## config.mk

```make
export PLATFORM = sky130hd
export DESIGN_NAME = frame_buffer_reader
export DESIGN_NICKNAME = d
export VERILOG_FILES = /design/src/rtl/fb_pkg.sv /design/src/rtl/frame_buffer_reader_fifo.sv /design/src/rtl/frame_buffer_reader.sv
export SDC_FILE = /design/constraint.sdc
export NUM_CORES = 1
export LEC_CHECK = 0
export CAP_MARGIN = 20
export CORE_ASPECT_RATIO = 0.7
export CORE_MARGIN = 4
export CORE_UTILIZATION = 53
export CTS_CLUSTER_DIAMETER = 100
export DETAILED_ROUTE_END_ITERATION = 7
export PLACE_DENSITY = 0.8
export SLEW_MARGIN = 20
export SYNTH_ARGS = -nofsm -noshare
export SYNTH_HDL_FRONTEND = slang
export SYNTH_HIERARCHICAL = 1
export SYNTH_SLANG_ARGS = --single-unit
```

## constraint.sdc

```tcl
create_clock -name clk -period 5.54 [get_ports clk]
set_clock_uncertainty 0.05 [all_clocks]
set_input_delay 1.662 -clock clk [delete_from_list [all_inputs] [get_ports clk]]
set_output_delay 1.662 -clock clk [all_outputs]
set_load 0.05 [all_outputs]
```

## src/rtl/fb_pkg.sv

```systemverilog
// rtl/fb_pkg.sv - shared frame buffer geometry, pixel and stream entry types
//
// Purpose: common definitions for the frame buffer reader, the expander and
// the capture writer so that all of them agree on frame geometry.
// Ports: none (package).

package fb_pkg;

    localparam int unsigned NumPixels     = 76800;  // 320*240
    localparam int unsigned NumColourBits = 12;     // RGB444
    localparam int unsigned AddrWidth     = 18;     // holds 2*NumPixels-1

    typedef logic [NumColourBits-1:0] pixel_t;

    // One output stream beat: pixel plus its packet framing tags.
    typedef struct packed {
        pixel_t pix;
        logic   sop;
        logic   eop;
    } entry_t;

    typedef enum logic {
        ISSUE_IDLE = 1'b0,
        ISSUE_RUN  = 1'b1
    } issue_state_t;

endpackage

```

## src/rtl/frame_buffer_reader_fifo.sv

```systemverilog
// rtl/frame_buffer_reader_fifo.sv - 2-entry valid/ready output FIFO of stream entries
//
// Purpose: small skid buffer that absorbs BRAM returns while downstream stalls.
// Ports:
//   clk, reset      clock, synchronous active-high reset
//   in_valid        push request; ignored when full and not popping
//   in_data         entry to push
//   in_ready        space available (count < 2)
//   out_valid       head entry present
//   out_data        head entry
//   out_ready       downstream accepts head when out_valid
//   count           number of stored entries (0..2)

module stream_fifo2
    import fb_pkg::*;
(
    input  logic       clk,
    input  logic       reset,
    input  logic       in_valid,
    input  entry_t     in_data,
    output logic       in_ready,
    output logic       out_valid,
    output entry_t     out_data,
    input  logic       out_ready,
    output logic [1:0] count
);

    // slot0 is always the head; slot1 holds the second entry when count==2.
    entry_t slot0;
    entry_t slot1;
    logic   pop;
    logic   push;

    always_comb begin
        pop       = out_valid && out_ready;
        push      = in_valid && ((count != 2'd2) || pop);
        in_ready  = (count != 2'd2);
        out_valid = (count != 2'd0);
        out_data  = slot0;
    end

    always_ff @(posedge clk) begin
        if (reset) begin
            slot0 <= '0;
            slot1 <= '0;
            count <= 2'd0;
        end else begin
            case ({push, pop})
                2'b10: begin
                    if (count == 2'd0) begin
                        slot0 <= in_data;
                    end else begin
                        slot1 <= in_data;
                    end
                    count <= count + 2'd1;
                end
                2'b01: begin
                    slot0 <= slot1;
                    count <= count - 2'd1;
                end
                2'b11: begin
                    // Count is unchanged; the new entry lands behind whatever
                    // remains after the head leaves.
                    if (count == 2'd1) begin
                        slot0 <= in_data;
                    end else begin
                        slot0 <= slot1;
                        slot1 <= in_data;
                    end
                end
                default: begin
                end
            endcase
        end
    end

endmodule

```

## src/rtl/frame_buffer_reader.sv

```systemverilog
// rtl/frame_buffer_reader.sv - raster-order frame streamer from the dual-bank frame buffer
//
// Purpose: reads one frame per pass from the selected BRAM bank and presents
// it as a 12-bit pixel stream with startofpacket/endofpacket framing.
// Ports:
//   clk, reset          clock, synchronous active-high reset
//   enable              permits starting a new frame
//   bank_sel            requested bank, sampled when pixel 0 is issued
//   rd_en, rd_addr      BRAM read strobe and address
//   rd_data             BRAM data, valid one cycle after rd_en
//   data                output pixel
//   startofpacket       high with pixel 0
//   endofpacket         high with the last pixel
//   valid, ready        output handshake
//   active_bank         bank of the frame currently being issued

module frame_buffer_reader
    import fb_pkg::*;
#(
    parameter int unsigned num_pixels = NumPixels
) (
    input  logic                     clk,
    input  logic                     reset,
    input  logic                     enable,
    input  logic                     bank_sel,
    output logic                     rd_en,
    output logic [AddrWidth-1:0]     rd_addr,
    input  logic [NumColourBits-1:0] rd_data,
    output logic [NumColourBits-1:0] data,
    output logic                     startofpacket,
    output logic                     endofpacket,
    output logic                     valid,
    input  logic                     ready,
    output logic                     active_bank
);

    localparam logic [AddrWidth-1:0] LastIdx  = AddrWidth'(num_pixels - 1);
    localparam logic [AddrWidth-1:0] BankBase = AddrWidth'(num_pixels);

    issue_state_t   state;
    logic [AddrWidth-1:0] idx;
    logic           inflight;
    logic           inflight_sop;
    logic           inflight_eop;
    logic [1:0]     fifo_count;
    logic           pop;
    logic           credit_ok;
    logic           issue;
    logic           cur_bank;
    logic           fifo_in_ready;
    entry_t         push_entry;
    entry_t         head;

    always_comb begin
        pop = valid && ready;
        // Entries that will occupy the FIFO next cycle must leave room for
        // the read we are about to launch.
        credit_ok = ({1'b0, fifo_count} + {2'b00, inflight}) <= (3'd1 + {2'b00, pop});
        issue = !reset && credit_ok && ((state == ISSUE_RUN) || enable);
        // Pixel 0 reads from the freshly requested bank; later pixels stay
        // on the bank latched at frame start.
        cur_bank = (idx == '0) ? bank_sel : active_bank;
        rd_en = issue;
        if (issue) begin
            rd_addr = cur_bank ? (BankBase + idx) : idx;
        end else begin
            rd_addr = '0;
        end
    end

    always_ff @(posedge clk) begin
        if (reset) begin
            state        <= ISSUE_IDLE;
            idx          <= '0;
            active_bank  <= 1'b0;
            inflight     <= 1'b0;
            inflight_sop <= 1'b0;
            inflight_eop <= 1'b0;
        end else begin
            inflight     <= issue;
            inflight_sop <= (idx == '0);
            inflight_eop <= (idx == LastIdx);
            if (issue) begin
                if (idx == '0) begin
                    active_bank <= bank_sel;
                end
                if (idx == LastIdx) begin
                    idx   <= '0;
                    state <= enable ? ISSUE_RUN : ISSUE_IDLE;
                end else begin
                    idx   <= idx + 1'b1;
                    state <= ISSUE_RUN;
                end
            end
        end
    end

    always_comb begin
        push_entry.pix = rd_data;
        push_entry.sop = inflight_sop;
        push_entry.eop = inflight_eop;
    end

    stream_fifo2 u_fifo (
        .clk       (clk),
        .reset     (reset),
        .in_valid  (inflight),
        .in_data   (push_entry),
        .in_ready  (fifo_in_ready),
        .out_valid (valid),
        .out_data  (head),
        .out_ready (ready),
        .count     (fifo_count)
    );

    always_comb begin
        data          = head.pix;
        startofpacket = head.sop;
        endofpacket   = head.eop;
    end

endmodule

```

## Word level (Yosys, flattened, before mapping)

Cells that the tools add are included.

| word-level totals | value |
|---|---|
| register bits after elaboration | 53 |
| bits in latches | 0 |
| RAM bits | 0 |
| bits in read-only memories | 0 |
| output and inout bits | 35 |
| memories | 0 |

| cells by class | value |
|---|---|
| add/subtract/negate cells | 6 |
| $mul | 0 |
| divide/modulo/power cells | 0 |
| magnitude comparators | 1 |
| eq/ne operators | 9 |
| shift operators | 0 |
| muxes and demuxes | 13 |
| bitwise operators | 0 |
| reduce and logical (&&, ||, !) cells | 15 |

Operator list:

| operator | number |
|---|---|
| $mux W14 | 4 |
| $mux W18 | 3 |
| $pmux W14 S3 | 1 |
| $pmux W14 S2 | 1 |
| $add A17 B18 Y18 const A | 1 |
| $add A18 B1 Y18 const B | 1 |
| $eq A18 B17 Y1 const B | 1 |
| $logic_not A18 Y1 | 1 |
| $ne A2 B2 Y1 const B | 3 |
| $reduce_bool A2 Y1 | 3 |
| $eq A2 B1 Y1 const B | 2 |
| $eq A2 B2 Y1 const B | 2 |
| $logic_and A1 B1 Y1 | 4 |
| $pmux W2 S2 | 1 |
| $add A2 B1 Y3 | 1 |
| $le A3 B2 Y1 | 1 |
| $mux W1 | 3 |
| $reduce_and A3 Y1 | 1 |
| $reduce_bool A3 Y1 | 1 |
| $add A1 B1 Y2 const A | 1 |
| $add A2 B1 Y2 const B | 1 |
| $logic_not A2 Y1 | 1 |
| $logic_or A1 B1 Y1 | 2 |
| $ne A2 B1 Y1 const B | 1 |
| 3 further kinds | 3 |

## Logic depth before layout (Yosys ltp)

Gate-level depths: netlist of the first run.

| depth | value |
|---|---|
| word-level depth | 7 |
| gate-level depth with buffers | 12 |

## By module

Netlist of the first run, hierarchy kept.

Modules (own cells, without submodules):

| module | instances | cells an instance | area an instance (µm²) |
|---|---|---|---|
| frame_buffer_reader | 1 | 205 | 1,644.1 |
| stream_fifo2 | 1 | 149 | 1,400.1 |

## Worst setup path before layout of the first run

OpenSTA, ideal clock, no wires.

| path | value |
|---|---|
| kind | in2out |
| start | in ready |
| end | out rd_addr[2] |
| data arrival time | 3.966 ns |
| data required time | 3.828 ns |
| setup slack | -0.138 ns |
| stages | 8 |
| path buffers | 1 |
| path through | nand2_1 inv_1 fa_1 nor3b_2 o21ai_2 inv_1 clkbuf_1 and2_1 |

| on the way | value |
|---|---|
| cells in the longest elaborated chain, start to end | 6 |

RTL lines:

| what | RTL line | text |
|---|---|---|
| start, declared | frame_buffer_reader.sv:33 | `input logic ready,` |
| $logic_and A1 B1 Y1 | frame_buffer_reader.sv:55 | `pop = valid && ready;` |
| $add A1 B1 Y2 | frame_buffer_reader.sv:58 | `credit_ok = ({1'b0, fifo_count} + {2'b00, inflight}) <= (3'd1 + {2'b00, pop});` |
| $le A3 B2 Y1 | frame_buffer_reader.sv:58 |  |
| $logic_and A1 B1 Y1 (2 in series) | frame_buffer_reader.sv:59 | `issue = !reset && credit_ok && ((state == ISSUE_RUN) \|\| enable);` |
| via rd_en | frame_buffer_reader.sv:26 | `output logic rd_en,` |
| $mux W18 | frame_buffer_reader.sv:64 | `if (issue) begin` |
| end, declared | frame_buffer_reader.sv:27 | `output logic [AddrWidth-1:0] rd_addr,` |

The timed path passes the listed nets, and every way through them passes these cells.

## Worst setup path after layout of the first run

| path | value |
|---|---|
| start | in ready |
| end | out rd_addr[11] |

| on the way | value |
|---|---|
| cells in the longest elaborated chain, start to end | 6 |

RTL lines:

| what | RTL line |
|---|---|
| $logic_and A1 B1 Y1 | frame_buffer_reader.sv:55 |
| $add A1 B1 Y2 | frame_buffer_reader.sv:58 |
| $le A3 B2 Y1 | frame_buffer_reader.sv:58 |
| $logic_and A1 B1 Y1 (2 in series) | frame_buffer_reader.sv:59 |
| $mux W18 | frame_buffer_reader.sv:64 |

No other way between the ends.

==> impl_metrics.env, run 1 <==
export IMPL_status="finished clean"
export IMPL_drt_initial_drc_count=237
export IMPL_pwr_share_clk_pct=15.0
export IMPL_wl_per_cell_um=14.9
export IMPL_gp_congestion=0.915
export IMPL_grt_pass1_vias=2455
export IMPL_rsz0062_at_grt="false"
export IMPL_hp_start="state"
export IMPL_syn_area_per_cell_um2=8.60
export IMPL_vias=2761
export IMPL_synthMuxAreaShare_pct=5.71
export IMPL_crit_fanout=19
export IMPL_p_per_area_mw_per_mm2=502
export IMPL_cts_hold_buf=0
export IMPL_syn2layout_area_growth_pct=19.3
export IMPL_die_area_mm2=0.00704
export IMPL_synth_seq_cells=53
export IMPL_dp_hpwl_mm=4.87
export IMPL_synth_area_leaders="dfxtp_1 35%, nor2_1 6.8%, mux2i_1 5.3%, ha_1 4.9%, nand3_1 3.8%"
export IMPL_clock_sinks=53
export IMPL_setup_slack_ns=0.114
export IMPL_grt_use_total_pct=20.0
export IMPL_syn_nets=384
export IMPL_crit_type="in -> out"
export IMPL_netlist_instances=354
export IMPL_worstPathRequired_ns=3.83
export IMPL_num_rows=22
export IMPL_synth_xor_area_share_pct=2.30
export IMPL_synth_simple_area_share_pct=27.0
export IMPL_clk_latency_ns=0.30
export IMPL_fin_crit_sh_pct=97.9
export IMPL_peakVddDrop_v=0.000212
export IMPL_antenna_found_initial=0
export IMPL_grt_max_degree=54
export IMPL_yosys_warnings=6
export IMPL_drv_cap=0
export IMPL_antenna_cells=0
export IMPL_synth_cell_types=58
export IMPL_wl_mm=7.08
export IMPL_drc_errors=0
export IMPL_p_int_uw=987
export IMPL_reg2regPathDepth=13
export IMPL_first_pass_iters=5
export IMPL_finalSetupTns_ns=0
export IMPL_dieHeight_um=71.4
export IMPL_slew_violations=0
export IMPL_cellLeakagePower_uw=0.00144
export IMPL_num_fill_cells=479
export IMPL_root_buffer="clkbuf_8"
export IMPL_synth_top_family_by_area="simple AND/OR/NAND/NOR gates"
export IMPL_mappedNetlistArea_mm2=0.00304
export IMPL_synth_seq_area_share_pct=34.9
export IMPL_dp_slack_ns=0.0135
export IMPL_gr_total_overflow=0
export IMPL_cp_end_kind="output pin"
export IMPL_fmax_mhz=184
export IMPL_swShare_pct=45.9
export IMPL_r2r_setup_slack_ns=2.41
export IMPL_finalSetupViolCount=0
export IMPL_io_pins=52
export IMPL_r2r_start="u_fifo/count[1]"
export IMPL_tritoncts="built"
export IMPL_fin_util_pct=67.3
export IMPL_holdPathEnd="state"
export IMPL_synth_largest_area_cell="dfxtp_1"
export IMPL_antenna_left=0
export IMPL_drive_above_1_share_pct=15.9
export IMPL_crit_arrival_ns=3.71
export IMPL_worstMarginPinSlew_ns=0.975
export IMPL_htreeDepth=2
export IMPL_nNetsFinal=432
export IMPL_grt_pass1_wl_mm=11.9
export IMPL_power_switching_uw=838
export IMPL_hold_class="reg -> reg"
export IMPL_max_slew_margin_pct=35.0
export IMPL_crit_start="ready"
export IMPL_r2r_end="idx[14]"
export IMPL_vias_per_cell=5.81
export IMPL_synth_top_area_share_pct=34.9
export IMPL_synth_compound_area_share_pct=16.5
export IMPL_fin_crit_ns=5.43
export IMPL_portBuffers=51
export IMPL_cts_inserted_buffers=5
export IMPL_clock_path_buffers=2
export IMPL_worst_setup_path_start_kind="input port"
export IMPL_cts_clk_slew_worst_paths_ns=0.09
export IMPL_pwr_share_comb_pct=55.9
export IMPL_finalHoldViolCount=0
export IMPL_start_util_pct=56.4
export IMPL_seqPwrFrac_pct=29.0
export IMPL_die_x_um=98.6
export IMPL_synth_fa_ha_area_share_pct=5.59
export IMPL_hold_depth=2
export IMPL_finalPower_uw=1820
export IMPL_core_area_mm2=0.00540
## critical path: stages
cell,delay (ns)
clkdlybuf4s50_1,0.48
nand2_1,0.07
inv_1,0.07
fa_1,0.44
o31a_1,0.30
o21ai_2,0.20
buf_6,0.22
a211oi_2,0.05
buf_4,0.22
## metal layers
metal	up-vias	GRT usage, %	part of all wire, %
li1	1347	-	-
met1	1313	30.2	50
met2	99	28.9	43
met3	2	3.89	6.6
met4	0	5.45	0.34
met5	-	0	0
## kinds of logic (layout without fill, tap and decap cells)
logic type,count (synthesis),in the layout
AND/OR/NAND/NOR,156,156
flip-flops,53,53
multiplexers,17,17
XOR/XNOR,8,8
adder cells (fa/ha/maj),13,13
AO/OA/AOI/OAI,66,66
buffers and inverters,41,90
## placed cells by master, fill, tap and decap left out, types with 4 or more instances in the layout
cell type / count
clkdlybuf4s50_1: 31
nand2_1: 26
or3_1: 7
nand3_1: 23
o21ai_0: 12
dfxtp_1: 53
nor3_1: 6
ha_1: 12
a311oi_1: 10
clkbuf_8: 6
xnor2_1: 6
mux2i_1: 16
a21oi_1: 17
nand4_1: 8
inv_1: 18
buf_4: 30
a311oi_2: 6
o21ai_1: 4
and2_1: 6
nor2_1: 55
## metrics by stage
stage	hold WS, ns	instances	cell area [um^2]
6_report	0.422	475	3630
3_5_place_dp	0.408	465	3490
2_1_floorplan	0.382	354	3050
4_1_cts	0.428	473	3610
5_1_grt	0.462	475	3630
3_3_place_gp	0.392	465	3490
## power by group through the flow
stage	Combinational [uW]	Clock (uW)	Sequential (uW)
floorplan	559	0	714
global placement	972	0	534
detailed placement	988	0	537
CTS	994	277	530
global route	1100	293	542
finish	1020	274	530
## cell usage after synthesis, drive strengths merged
master   instances
a21oi           17
o211ai           1
a22oi            3
xor2             2
nor3b            1
nand3           24
and2             6
xnor2            6
mux2i           17
or4              4
buf             12
nand2           27
nand3b           1
clkbuf          10
nor4bb           1
nand2b           2
dfxtp           53
a211oi           2
ha              12
nor2            55
or2b             2
o31ai            1
o31a             1
a311oi          16
nand4            8
or3              8
a21o             1
inv             19
and2b            2
nor3             6
nor2b            3
o21ai           17
nor4             6
o32ai            1
o21ba            1
fa               1
a41oi            1
o21a             3
o2111ai          1
## layout make-up
cell class                      count  area (um^2)  share of cell area, %
Tap cell                           72         90.1                   2.48
Multi-Input combinational cell    260         1740                   47.8
Clock inverter                      2         37.5                   1.03
Timing Repair Buffer               63          552                   15.2
Clock buffer                        6         82.6                   2.27
Sequential cell                    53         1060                   29.2
Inverter                           19         71.3                   1.96
## how the worst max path moves through the flow
stage | to | cells after the start | slack, ns
after floorplan | rd_addr[2] | 8 | 0.11
after global placement | rd_addr[11] | 9 | 0.03
after detailed placement | rd_addr[11] | 9 | 0.01
after CTS | rd_addr[11] | 9 | -0.003
after global routing | rd_addr[9] | 9 | 0.02
final | rd_addr[11] | 9 | 0.11
## flip-flops by register name, summed over array words and instances (netlist names)
register,cells
active_bank,1
u_fifo/slot1,14
inflight_sop,1
u_fifo/count,2
inflight,1
inflight_eop,1
u_fifo/out_data,14
idx,18
state,1
## repair_timing
item | in CTS | in global routing
endpoints found under the setup margin | 2 | 19
resized for setup | 0 | 2
buffers inserted | 0 | 2
hold endpoints to repair | 0 | 0
pin swaps | 0 | 4
Note: power is estimated with default switching activity, not from simulation.
==> run 2: changes to the inputs <==
--- a/config.mk
+++ b/config.mk
@@ -15,5 +15,4 @@
 export SLEW_MARGIN = 20
 export SYNTH_ARGS = -nofsm -noshare
 export SYNTH_HDL_FRONTEND = slang
-export SYNTH_HIERARCHICAL = 1
 export SYNTH_SLANG_ARGS = --single-unit
==> run 2 against run 1 <==
Compared with the run above: largest cell class unchanged; worst hold slack gained 0.020 ns; clock-buffer cell count shrank 1; total power grew 8.3%; flip-flop and latch count is the same; via count shrank 15%; combinational power grew 16%; core utilization grew 4.3 points; die area shrank 4.8%; final area grew 3.6%; sequential power grew 0.8%; setup slack gained 0.044 ns; global-route usage shrank 0.21 points.
==> impl_metrics.env, run 2 <==
export IMPL_dieHeight_um=69.7
export IMPL_r2r_start="u_fifo.count[1]"
export IMPL_largest_register_ffs=18
export IMPL_mappedNetlistArea_mm2=0.00288
export IMPL_r2r_end="idx[16]"
export IMPL_clock_sinks=53
export IMPL_cp_end_kind="output pin"
export IMPL_netlist_instances=318
export IMPL_layout_cells_most_common="dfxtp_1"
export IMPL_rsz0062_at_grt="false"
export IMPL_wl_per_cell_um=14.4
export IMPL_die_x_um=96.1
export IMPL_drt_initial_drc_count=71
export IMPL_portBuffers=51
export IMPL_first_pass_iters=4
export IMPL_cts_hold_buf=0
export IMPL_synth_seq_cells=53
export IMPL_die_area_mm2=0.00670
export IMPL_antenna_left=0
export IMPL_synth_most_common_cell="nor2_1"
export IMPL_fin_crit_ns=5.38
export IMPL_synth_seq_area_share_pct=36.8
export IMPL_ys_async_sr_fraction_pct=0
export IMPL_cellLeakagePower_uw=0.00152
export IMPL_cts_clk_slew_worst_paths_ns=0.09
export IMPL_tritoncts="built"
export IMPL_crit_arrival_ns=3.67
export IMPL_syn_nets=348
export IMPL_seqPwrFrac_pct=27.0
export IMPL_status="finished clean"
export IMPL_finalHoldViolCount=0
export IMPL_fin_crit_sh_pct=97.2
export IMPL_fin_util_pct=71.6
export IMPL_root_buffer="clkbuf_8"
export IMPL_clock_path_buffers=2
export IMPL_gr_total_overflow=0
export IMPL_hold_depth=2
export IMPL_synth_top_area_share_pct=36.8
export IMPL_drc_errors=0
export IMPL_drive_above_1_share_pct=20.5
export IMPL_synth_cell_types=47
export IMPL_hp_start="idx[0]"
export IMPL_slew_violations=0
export IMPL_core_area_mm2=0.00526
export IMPL_gp_congestion=0.846
export IMPL_dp_slack_ns=-0.113
export IMPL_grt_pass1_wl_mm=10.6
export IMPL_crit_fanout=7
export IMPL_grt_max_degree=39
export IMPL_io_pins=52
export IMPL_mostFrequentLayoutCells="53 x dfxtp_1, 52 x nor2_1, 31 x clkdlybuf4s50_1"
export IMPL_vias_per_cell=5.36
export IMPL_worstMarginPinSlew_ns=1.08
export IMPL_swShare_pct=46.2
export IMPL_worst_setup_path_start_kind="input port"
export IMPL_worstPathRequired_ns=3.83
export IMPL_cpMaxStageDelayCell="fa_1"
export IMPL_pwr_share_clk_pct=13.4
export IMPL_syn_area_per_cell_um2=9.06
export IMPL_yosys_top_cells_count="55 x nor2_1, 53 x dfxtp_1, 28 x mux2i_1"
export IMPL_grt_use_total_pct=19.8
export IMPL_reg2regPathDepth=11
export IMPL_yosys_warnings=0
export IMPL_fmax_mhz=186
export IMPL_drv_cap=0
export IMPL_pwr_share_comb_pct=59.6
export IMPL_start_util_pct=54.8
export IMPL_dp_hpwl_mm=4.57
export IMPL_synth_largest_area_cell="dfxtp_1"
export IMPL_peakVddDrop_v=0.000240
export IMPL_antenna_cells=0
export IMPL_wl_mm=6.28
export IMPL_p_per_area_mw_per_mm2=525
export IMPL_finalSetupViolCount=0
export IMPL_cts_inserted_buffers=5
export IMPL_grt_pass1_vias=2221
export IMPL_p_int_uw=1060
export IMPL_crit_path_max_incr_delay_ns=0.45
export IMPL_vias=2343
export IMPL_path_cells="dlygate4sd2_1 -> nand2b_1 -> fa_1 -> nor3b_1 -> o21a_2 -> or2_4 -> buf_6 -> a211oi_4 -> buf_12"
export IMPL_hold_class="reg -> reg"
export IMPL_synth_area_leaders="dfxtp_1 37%, mux2i_1 9.7%, nor2_1 7.2%, xnor2_1 5.5%, ha_1 5.2%"
export IMPL_max_slew_margin_pct=28.3
export IMPL_nNetsFinal=394
export IMPL_num_fill_cells=419
export IMPL_syn2layout_area_growth_pct=30.6
export IMPL_num_rows=22
export IMPL_htreeDepth=2
export IMPL_clk_latency_ns=0.31
export IMPL_crit_type="in -> out"
export IMPL_setup_slack_ns=0.158
export IMPL_crit_start="ready"
export IMPL_synth_main_ff_cell="dfxtp_1"
export IMPL_synth_edf_count=0
export IMPL_power_switching_uw=913
export IMPL_holdPathEnd="idx[0]"
export IMPL_r2r_setup_slack_ns=2.46
export IMPL_antenna_found_initial=0
export IMPL_top_register="idx"
[run 2: cell count changes after synthesis, sizes merged, moves of 5 or more]
cell	before	now
a21oi	17	12
inv	19	14
nand2	27	12
xnor2	6	18
mux2i	17	29
nand3	24	5
o21ai	17	8
a311oi	16	0
a211oi	2	17
[run 2: layer usage]
| metal | part of all wire (%) | wire, um | GRT usage [%] |
|---|---|---|---|
| met5 | 0 | 0 | 0 |
| met1 | 48 | 2990 | 27.9 |
| met4 | 1.1 | 68 | 4.89 |
| met3 | 4.6 | 290 | 4.56 |
| met2 | 47 | 2930 | 30.3 |
[run 2: logic make-up after synthesis]
| group | synth area share (%) |
|---|---|
| buf+inv | 6.34 |
| simple gates | 24.0 |
| xor+xnor | 5.47 |
| compound gates | 11.0 |
| flops | 36.8 |
| fa+ha+maj | 5.91 |
| mux | 10.5 |
[run 2: final cells by class]
type | instances | area, um^2 | area share (%)
clock buffer | 5 | 68.8 | 1.83
clock inverter | 3 | 46.3 | 1.23
inverter | 14 | 52.6 | 1.40
multi-input combinational | 229 | 1700 | 45.1
sequential | 53 | 1060 | 28.2
tap | 72 | 90.1 | 2.39
timing repair buffer | 61 | 747 | 19.8
[run 2: what timing repair did]
action	CTS	global route
endpoints found under the hold margin	0	0
buffers inserted	1	0
resized for setup	9	0
setup endpoints to repair	19	0
[run 2: power by group through the flow]
stage,logic [uW],registers (uW),clock network [uW]
3_5_place_dp,1150,543,0
5_1_grt,1260,543,288
2_1_floorplan,610,716,0
3_3_place_gp,1130,537,0
4_1_cts,1180,534,271
6_report,1180,534,264
[run 2: worst max-delay path by stage]
stage	end	slack, ns
2_1_floorplan	rd_addr[12]	-0.11
3_3_place_gp	rd_addr[11]	-0.08
3_5_place_dp	rd_addr[11]	-0.11
4_1_cts	rd_addr[11]	0.15
5_1_grt	rd_addr[11]	0.08
6_report	rd_addr[11]	0.16
[run 2: critical path: cells and delay by family]
kind,cells,cell delay [ns]
buf+inv,3,0.56
simple gates,3,0.54
fa+ha+maj,1,0.45
compound gates,2,0.45
[run 2: metrics by stage]
| step | instance area (um^2) | total power, uW | TNS, ns | instances | hold slack [ns] |
|---|---|---|---|---|---|
| 4_1_cts | 3760 | 1980 | 0 | 437 | 0.443 |
| 2_1_floorplan | 2930 | 1330 | -0.904 | 318 | 0.404 |
| 3_5_place_dp | 3610 | 1690 | -0.830 | 428 | 0.430 |
| 5_1_grt | 3760 | 2090 | 0 | 437 | 0.473 |
| 6_report | 3760 | 1980 | 0 | 437 | 0.442 |
| 3_3_place_gp | 3610 | 1670 | -0.413 | 428 | 0.415 |
